**config.mk**
```make
export PLATFORM = sky130hd
export DESIGN_NAME = instr_issue_queue
export DESIGN_NICKNAME = d
export VERILOG_FILES = /design/src/rtl/instr_issue_queue.sv
export SDC_FILE = /design/constraint.sdc
export NUM_CORES = 2
export LEC_CHECK = 0
export BUFFER_PORTS_ARGS = -buffer_cell sky130_fd_sc_hd__buf_2
export CAP_MARGIN = 20
export CORE_ASPECT_RATIO = 1.75
export CORE_UTILIZATION = 63
export CTS_CLUSTER_SIZE = 24
export DETAILED_ROUTE_END_ITERATION = 8
export PLACE_DENSITY = 0.91
export SYNTH_ARGS = -nofsm -noshare
export SYNTH_HDL_FRONTEND = slang
export SYNTH_SLANG_ARGS = --single-unit
```
**constraint.sdc**
```tcl
create_clock -name clk -period 6 [get_ports clk]
set_input_delay 0.6 -clock clk [delete_from_list [all_inputs] [get_ports clk]]
set_output_delay 0.6 -clock clk [all_outputs]
set_load 0.02 [all_outputs]
```
**src/rtl/instr_issue_queue.sv**
```systemverilog
// Fetch-to-decode instruction buffer: circular queue with control-transfer predecode
// and branch/delay-slot pairing on the issue side.

package instr_issue_queue_pkg;

  typedef struct packed {
    logic [31:0] instr;
    logic [31:0] pc;
    logic        exc;
    logic        is_branch;
  } iq_entry_t;

endpackage

module instr_issue_queue
  import instr_issue_queue_pkg::*;
#(
  parameter int unsigned DEPTH       = 16,
  parameter int unsigned FETCH_WIDTH = 2,
  parameter int unsigned ISSUE_WIDTH = 2,
  parameter int unsigned CNT_W       = $clog2(DEPTH + 1)
) (
  input  logic                               clk,
  input  logic                               resetn,
  input  logic                               flush,
  input  logic [FETCH_WIDTH-1:0]             in_valid,
  input  logic [FETCH_WIDTH*32-1:0]          in_instr,
  input  logic [FETCH_WIDTH*32-1:0]          in_pc,
  input  logic [FETCH_WIDTH-1:0]             in_exc,
  output logic                               in_ready,
  output logic [ISSUE_WIDTH-1:0]             out_valid,
  output logic [ISSUE_WIDTH*32-1:0]          out_instr,
  output logic [ISSUE_WIDTH*32-1:0]          out_pc,
  output logic [ISSUE_WIDTH-1:0]             out_exc,
  output logic [ISSUE_WIDTH-1:0]             out_is_branch,
  output logic [ISSUE_WIDTH-1:0]             out_in_delay_slot,
  input  logic [$clog2(ISSUE_WIDTH+1)-1:0]   out_accept,
  output logic [CNT_W-1:0]                   count
);

  localparam int unsigned PTR_W = $clog2(DEPTH);
  localparam int unsigned IN_W  = $clog2(FETCH_WIDTH + 1);

  iq_entry_t        mem [DEPTH];
  logic [PTR_W-1:0] head_q;
  logic [PTR_W-1:0] tail_q;
  logic [CNT_W-1:0] count_q;

  logic [IN_W-1:0]  n_in;
  logic [IN_W-1:0]  n_push;
  logic             push_en;
  iq_entry_t        push_entry [FETCH_WIDTH];
  logic [PTR_W-1:0] rd_idx     [ISSUE_WIDTH];
  iq_entry_t        rd_entry   [ISSUE_WIDTH];

  // Free space is judged on the registered count only, so no path from out_accept.
  assign in_ready = (DEPTH - 32'(count_q)) >= FETCH_WIDTH;
  assign count    = count_q;

  // Length of the contiguous valid prefix starting at lane 0.
  always_comb begin : push_len
    logic run;
    run  = 1'b1;
    n_in = '0;
    for (int unsigned i = 0; i < FETCH_WIDTH; i++) begin
      run = run & in_valid[i];
      if (run) n_in = n_in + IN_W'(1);
    end
  end

  assign push_en = in_ready && (n_in != '0) && !flush;
  assign n_push  = push_en ? n_in : '0;

  // Predecode control transfers; a faulting fetch is never treated as a branch.
  always_comb begin
    for (int unsigned i = 0; i < FETCH_WIDTH; i++) begin
      push_entry[i].instr     = in_instr[32*i +: 32];
      push_entry[i].pc        = in_pc[32*i +: 32];
      push_entry[i].exc       = in_exc[i];
      push_entry[i].is_branch = 1'b0;
      case (in_instr[32*i+26 +: 6])
        6'b000010, 6'b000011,
        6'b000100, 6'b000101,
        6'b000110, 6'b000111: push_entry[i].is_branch = 1'b1;
        6'b000001: begin
          case (in_instr[32*i+16 +: 5])
            5'b00000, 5'b00001,
            5'b10000, 5'b10001: push_entry[i].is_branch = 1'b1;
            default:            push_entry[i].is_branch = 1'b0;
          endcase
        end
        6'b000000: begin
          case (in_instr[32*i +: 6])
            6'b001000, 6'b001001: push_entry[i].is_branch = 1'b1;
            default:              push_entry[i].is_branch = 1'b0;
          endcase
        end
        default: push_entry[i].is_branch = 1'b0;
      endcase
      if (in_exc[i]) push_entry[i].is_branch = 1'b0;
    end
  end

  // Entry storage carries no reset; validity is tracked by head/count.
  always_ff @(posedge clk) begin
    for (int unsigned i = 0; i < FETCH_WIDTH; i++) begin
      if (push_en && (IN_W'(i) < n_in)) begin
        mem[tail_q + PTR_W'(i)] <= push_entry[i];
      end
    end
  end

  always_ff @(posedge clk) begin
    if (!resetn || flush) begin
      head_q  <= '0;
      tail_q  <= '0;
      count_q <= '0;
    end else begin
      head_q  <= head_q + PTR_W'(out_accept);
      tail_q  <= tail_q + PTR_W'(n_push);
      count_q <= count_q + CNT_W'(n_push) - CNT_W'(out_accept);
    end
  end

  always_comb begin
    for (int unsigned k = 0; k < ISSUE_WIDTH; k++) begin
      rd_idx[k]   = head_q + PTR_W'(k);
      rd_entry[k] = mem[rd_idx[k]];
    end
  end

  // Walk candidate lanes; a branch is shown only together with its delay slot.
  always_comb begin : present
    logic stop;
    logic pend;
    stop              = 1'b0;
    pend              = 1'b0;
    out_valid         = '0;
    out_in_delay_slot = '0;
    for (int unsigned k = 0; k < ISSUE_WIDTH; k++) begin
      if (!stop && (CNT_W'(k) < count_q)) begin
        if (pend) begin
          out_valid[k]         = 1'b1;
          out_in_delay_slot[k] = 1'b1;
          pend                 = 1'b0;
        end else if (rd_entry[k].is_branch) begin
          if ((k + 1 < ISSUE_WIDTH) && (CNT_W'(k + 1) < count_q)) begin
            out_valid[k] = 1'b1;
            pend         = 1'b1;
          end else begin
            stop = 1'b1;
          end
        end else begin
          out_valid[k] = 1'b1;
        end
      end else begin
        stop = 1'b1;
      end
    end
  end

  always_comb begin
    out_instr     = '0;
    out_pc        = '0;
    out_exc       = '0;
    out_is_branch = '0;
    for (int unsigned k = 0; k < ISSUE_WIDTH; k++) begin
      out_instr[32*k +: 32] = rd_entry[k].instr;
      out_pc[32*k +: 32]    = rd_entry[k].pc;
      out_exc[k]            = rd_entry[k].exc;
      out_is_branch[k]      = rd_entry[k].is_branch;
    end
  end

endmodule

```
-- Yosys cells after proc, flatten, opt, wreduce, memory -nomap -nowiden
Memory sizes are Yosys's and may differ from the RTL's. A register that Yosys moved wholly into a read port is not among the register bits.
Index checks and enable logic that the tools add are counted.
- flip-flop bits (word level): 13
- latch bits: 0
- bits in writable memories: 1056
- memory bits (read-only): 0
- input bits: 137
- output and inout bits: 142
- memories: 1
- memories (memory ; words ; bits a word ; read ports ; clocked after memory_dff ; wr ports ; RTL line ; RTL):
    mem ; 16 ; 66 ; 2 ; 1 ; 2 ; 44 ; iq_entry_t mem [DEPTH];
- $add $sub $neg: 8
- $mul: 0
- divide/modulo/power cells: 0
- order comparisons: 5
- equal/unequal tests: 24
- shifts and indexed selects: 0
- multiplexer cells: 29
- bitwise operators: 1
- reduce and logical (&&, ||, !) cells: 20
- operator list (operator ; count):
    6-bit by 3-bit equality test with 1-bit output (second input constant) ; 8
    32-bit by 2-bit >= comparator with 1-bit output (second input constant) ; 1
    6-bit by 2-bit equality test with 1-bit output (second input constant) ; 4
    6-bit by 4-bit equality test with 1-bit output (second input constant) ; 4
    1-bit 2-to-1 mux ; 24
    5-bit equality test (second input constant) ; 4
    6-bit by 1-bit equality test with 1-bit output (second input constant) ; 2
    6-bit logical NOT ; 2
    6-bit OR reduction ; 2
    5-bit by 1-bit equality test with 1-bit output (second input constant) ; 2
    5-bit logical NOT ; 2
    1-bit by 5-bit < comparator with 1-bit output (first input constant) ; 2
    4-bit by 1-bit adder with 4-bit output (second input constant) ; 2
    4-bit by 2-bit adder with 4-bit output ; 2
    4-bit OR reduction ; 2
    1-bit case mux with 3 select lines ; 2
    5-bit by 5-bit subtractor with 6-bit output (first input constant) ; 1
    5-bit by 2-bit adder with 5-bit output ; 1
    1-bit logical AND ; 5
    5-bit by 2-bit subtractor with 5-bit output ; 1
    1-bit by 2-bit < comparator with 1-bit output (first input constant) ; 2
    2-bit 2-to-1 mux ; 2
    4-bit 2-to-1 mux ; 1
    2-bit OR reduction ; 2
    5 further kinds ; 7

-- Longest topological paths before layout
- word-level depth: 9
- gate-level depth with buffers: 16
- depth with buffers taken out: 16

-- Worst setup path after synthesis
Ideal clock, no wire load.
- path type: register -> register
- from: register count_q[2], in the netlist count[2]
- to: memory mem[7][0] in the netlist's numbering, enable pin
- data arrival time: 4.452 ns
- setup slack: 1.057 ns
- stages on the path, launching flop included: 10
- period minus slack after synthesis: 4.943 ns
- cell sequence: dfxtp_1 > inv_1 > ha_1 > xnor2_1 > a31o_1 > o211a_4 > inv_2 > buf_6 > nand3_1 > nor2_1
- RTL lines (item ; RTL line ; RTL):
    from (decl) ; 47 ; logic [CNT_W-1:0] count_q;
    from (signal assigned) ; 121 ; count_q <= count_q + CNT_W'(n_push) - CNT_W'(out_accept);
    to (decl) ; 44 ;

-- Final worst setup path
- from: register head_q[0]
- to: output out_exc[1]
- cells in the longest elaborated chain, start to end: 2
- ends and longest elaborated chain (item ; RTL line ; RTL):
    from (decl) ; 45 ; logic [PTR_W-1:0] head_q;
    from (signal assigned) ; 119 ; head_q <= head_q + PTR_W'(out_accept);
    4-bit by 1-bit adder with 4-bit output ; 127 ; rd_idx[k] = head_q + PTR_W'(k);
    memory read 16 x 66 bit ; -- ;
    to (decl) ; 34 ; output logic [ISSUE_WIDTH-1:0] out_exc,
No other way between the ends.

==> qor.log <==
qor: cts.clk_pin_slew 0.07 ns
qor: sta.slew_viol_final 0
qor: synth.synth_enable_flop_cells 1056
qor: pwr.vdd_ir_drop_max 0.000297 V
qor: min_path.min_path_type primary input to register
qor: layout.post_route_cells_drive_above_1_share 57.7%
qor: synth.synth_cells 3585
qor: synth.synth_seq_cells 1069
qor: sta.final.period_utilization 80.9%
qor: sta.fin_worst_skew 0.0437 ns
qor: pwr.fin_total_pwr 17.2 mW
qor: layout.final_nets 3770
qor: synth.synth-seq-area-share 51.1%
qor: sta.hold_viol_final 0
qor: detailed_routing.totalWireLength 188000 um
qor: synth.synthesis.area 62600 sq um
qor: cts.insertion_delay 0.74 ns
qor: worst_setup_path.rr_startpoint count[2]$_SDFF_PP0_
qor: worst_setup_path.critical_path.startpoint_type register
qor: synth.yosys_most_used_dff sky130_fd_sc_hd__edfxtp_1
qor: synth.synth_net_count 3741
qor: sta.grt_setup_unrepaired false
qor: worst_setup_path.cp-end-kind primary output
qor: grt.gr-usage-all-layers 37.9%
qor: job.drv_cap 0
qor: detailed_routing.antenna_violating_nets_post_route 0
qor: grt.grt_pass1_vias 40300
qor: detailed_routing.wl_per_cell 37.4 um
qor: detailed_routing.dr.first_iter.drc_count 5208
qor: cts.clock_sink_count 1069
qor: grt.antenna_found_initial 37
qor: cts.cts_tree done
qor: floorplanning.start_util 63.7%
qor: floorplanning.die-height 419 um
qor: placed_design.detailed_place_hpwl 106000 um
qor: synth.synth.avg_cell_area 17.5 sq um
qor: grt.grt_remaining_overflow 0
qor: layout.filler_cell_count 5981
qor: synth.async_flop_share 0%
qor: worst_setup_path.critical_path_class register to primary output
qor: floorplanning.die-area 101000 sq um
qor: sta.slew-limit-headroom 18.3%
qor: min_path.hp-start in_pc[25]
qor: detailed_routing.drt-pass1-iter-count 6
qor: floorplanning.die_w 240 um
qor: sta.fin_crit 4.85 ns
qor: detailed_routing.vias_per_cell 7.80
qor: sta.fin_setup_tns 0 ns
qor: floorplanning.fp-row-count 152
qor: cts.cts_max_path_buffers 3
qor: placed_design.gp_congestion 0.859
qor: sta.transition_at_the_pin_with_the_smallest_max_transition_slack 1.23 ns
qor: pwr.power-per-cell-area 253 nW/um^2
qor: synth.yosysUniqueCellTypes 50
qor: sta.clock.fmax 206 MHz
qor: cts.post_cts_hold_buffer_count 0
qor: worst_setup_path.crit_fanout 48
qor: pwr.power.leakage 21.7 nW
qor: sta.setup_violations 0
qor: floorplanning.pin_count 279
qor: cts.cts-buffers-inserted 97
qor: cts.cts_max_level 3
qor: synth.yosys_warnings 0
qor: layout.area.growth.synth_to_final 8.46%
qor: status.status finished, final reports clean
qor: cts.post_cts_resize_count 0
qor: worst_setup_path.crit_path_start head_q[0]$_SDFF_PP0_
qor: sta.fin_hold_ws 0.388 ns
qor: placed_design.io_buffer_count 277
qor: cts.postCtsSetupBuffers 0
qor: grt.first_pass_grt_wire_length 271000 um
qor: floorplanning.placeableCoreArea 98300 sq um
qor: cts.clockRootBuffer sky130_fd_sc_hd__clkbuf_16
qor: grt.pin_count_of_the_biggest_net_entering_global_routing 137
qor: detailed_routing.routed-via-count 39200
qor: detailed_routing.final_routed_drc_violation_total 0
qor: worst_setup_path.critPathArrivalTime 4.25 ns
qor: worst_setup_path.worst_ep_required_time 5.40 ns
## path summary, 6_finish.rpt
| check | end | slack, ns | cells past startpoint |
|---|---|---|---|
| worst min-delay path | mem[13][27]$_DFFE_PP_ | 0.39 | 2 |
| worst min register to register | tail_q[2]$_SDFF_PP0_ | 0.68 | 2 |
| worst max-delay path | out_exc[1] | 1.15 | 5 |
| worst max register to register | mem[2][33]$_DFFE_PP_ | 1.83 | 9 |
## cell type report
type / count / area [sq um] / share of cell area, %
Antenna cell: 22 / 55.1 / 0.0811
Clock buffer: 119 / 2540 / 3.74
Clock inverter: 59 / 691 / 1.02
Inverter: 20 / 77.6 / 0.114
Multi-Input combinational cell: 2074 / 28700 / 42.2
Sequential cell: 1069 / 32000 / 47.1
Tap cell: 1309 / 1640 / 2.41
Timing Repair Buffer: 352 / 2250 / 3.31
## Yosys cell counts, types with 5 or more instances
library cell / n / area, sq um
sky130_fd_sc_hd__and3_1: 6 / 37.5
sky130_fd_sc_hd__edfxtp_1: 1056 / 31700
sky130_fd_sc_hd__dfxtp_1: 13 / 260
sky130_fd_sc_hd__ha_1: 15 / 188
sky130_fd_sc_hd__buf_2: 144 / 721
sky130_fd_sc_hd__mux4_2: 593 / 13400
sky130_fd_sc_hd__and2_1: 52 / 325
sky130_fd_sc_hd__mux2i_1: 69 / 691
sky130_fd_sc_hd__nor2b_1: 20 / 125
sky130_fd_sc_hd__nand2_1: 38 / 143
sky130_fd_sc_hd__xnor2_1: 6 / 52.6
sky130_fd_sc_hd__mux2_2: 925 / 10400
sky130_fd_sc_hd__a31oi_1: 15 / 93.8
sky130_fd_sc_hd__nand3_1: 11 / 55.1
sky130_fd_sc_hd__a21oi_1: 59 / 295
sky130_fd_sc_hd__mux2_4: 66 / 991
sky130_fd_sc_hd__buf_6: 44 / 495
sky130_fd_sc_hd__buf_1: 13 / 48.8
sky130_fd_sc_hd__a211oi_1: 66 / 495
sky130_fd_sc_hd__mux2_1: 50 / 563
sky130_fd_sc_hd__buf_4: 22 / 165
sky130_fd_sc_hd__nor2_1: 32 / 120
sky130_fd_sc_hd__clkbuf_1: 199 / 747
sky130_fd_sc_hd__inv_1: 18 / 67.6
sky130_fd_sc_hd__nor3_1: 5 / 25.0
## layout by cell type, fill, tap and decap left out, drive strengths merged, types with 5 or more instances in the layout
cell type and n:
clkinv 36, a21oi 59, nor3 5, mux2i 69, and2 54, and3 6
nand2 38, dfxtp 13, nor2b 20, mux4 593, a31oi 15, ha 15
diode 22, clkinvlp 7, clkbuf 119, edfxtp 1056, o21ai 6, bufinv 13
a211oi 66, nand3 11, nor2 32, mux2 1041, xnor2 6, buf 352
inv 23
## worst max-delay path: stages, from the launching register on
cell	delay, ns
sky130_fd_sc_hd__dfxtp_4	0.89
sky130_fd_sc_hd__ha_4	0.77
sky130_fd_sc_hd__buf_4	0.66
sky130_fd_sc_hd__mux4_2	0.41
sky130_fd_sc_hd__mux4_2	0.57
sky130_fd_sc_hd__buf_2	0.20
## cells by family after synthesis
kind of cell    synth area share [%]
fa+ha+maj                      0.428
buf+inv                         3.60
flops                           51.1
other cells                  0.00599
simple gates                    1.65
compound gates                  1.56
xor+xnor                       0.126
mux                             41.6
## sequential cells by signal, indices dropped and copies added (netlist names)
signal  flops
count       5
head_q      4
mem      1056
tail_q      4
## layer usage
| layer | part of all wire [%] | vias up | GRT usage, % |
|---|---|---|---|
| li1 | - | 14900 | - |
| met1 | 31 | 20100 | 45.0 |
| met2 | 49 | 3242 | 61.4 |
| met3 | 12 | 890 | 8.57 |
| met4 | 7.6 | 36 | 26.0 |
| met5 | 0.10 | - | 0 |
## per-stage QoR
step	setup WS, ns	instances	instance area [sq um]	utilization (%)
final	1.15	5024	67900	69.1
after floorplan	1.06	3585	62600	-
after global routing	1.06	5014	67900	69.0
after detailed placement	1.87	4824	64600	65.7
after global placement	1.95	4823	64600	65.7
after CTS	1.12	5002	67800	69.0
## power breakdown
group	total (mW)	internal, mW	leakage (nW)	switching [mW]
Clock	6.51	3.59	1.57	2.92
Combinational	2.31	1.05	10.5	1.26
Sequential	8.35	8.29	9.62	0.0644
Total	17.2	12.9	21.7	4.24
Note: power is estimated with default switching activity, not from simulation.
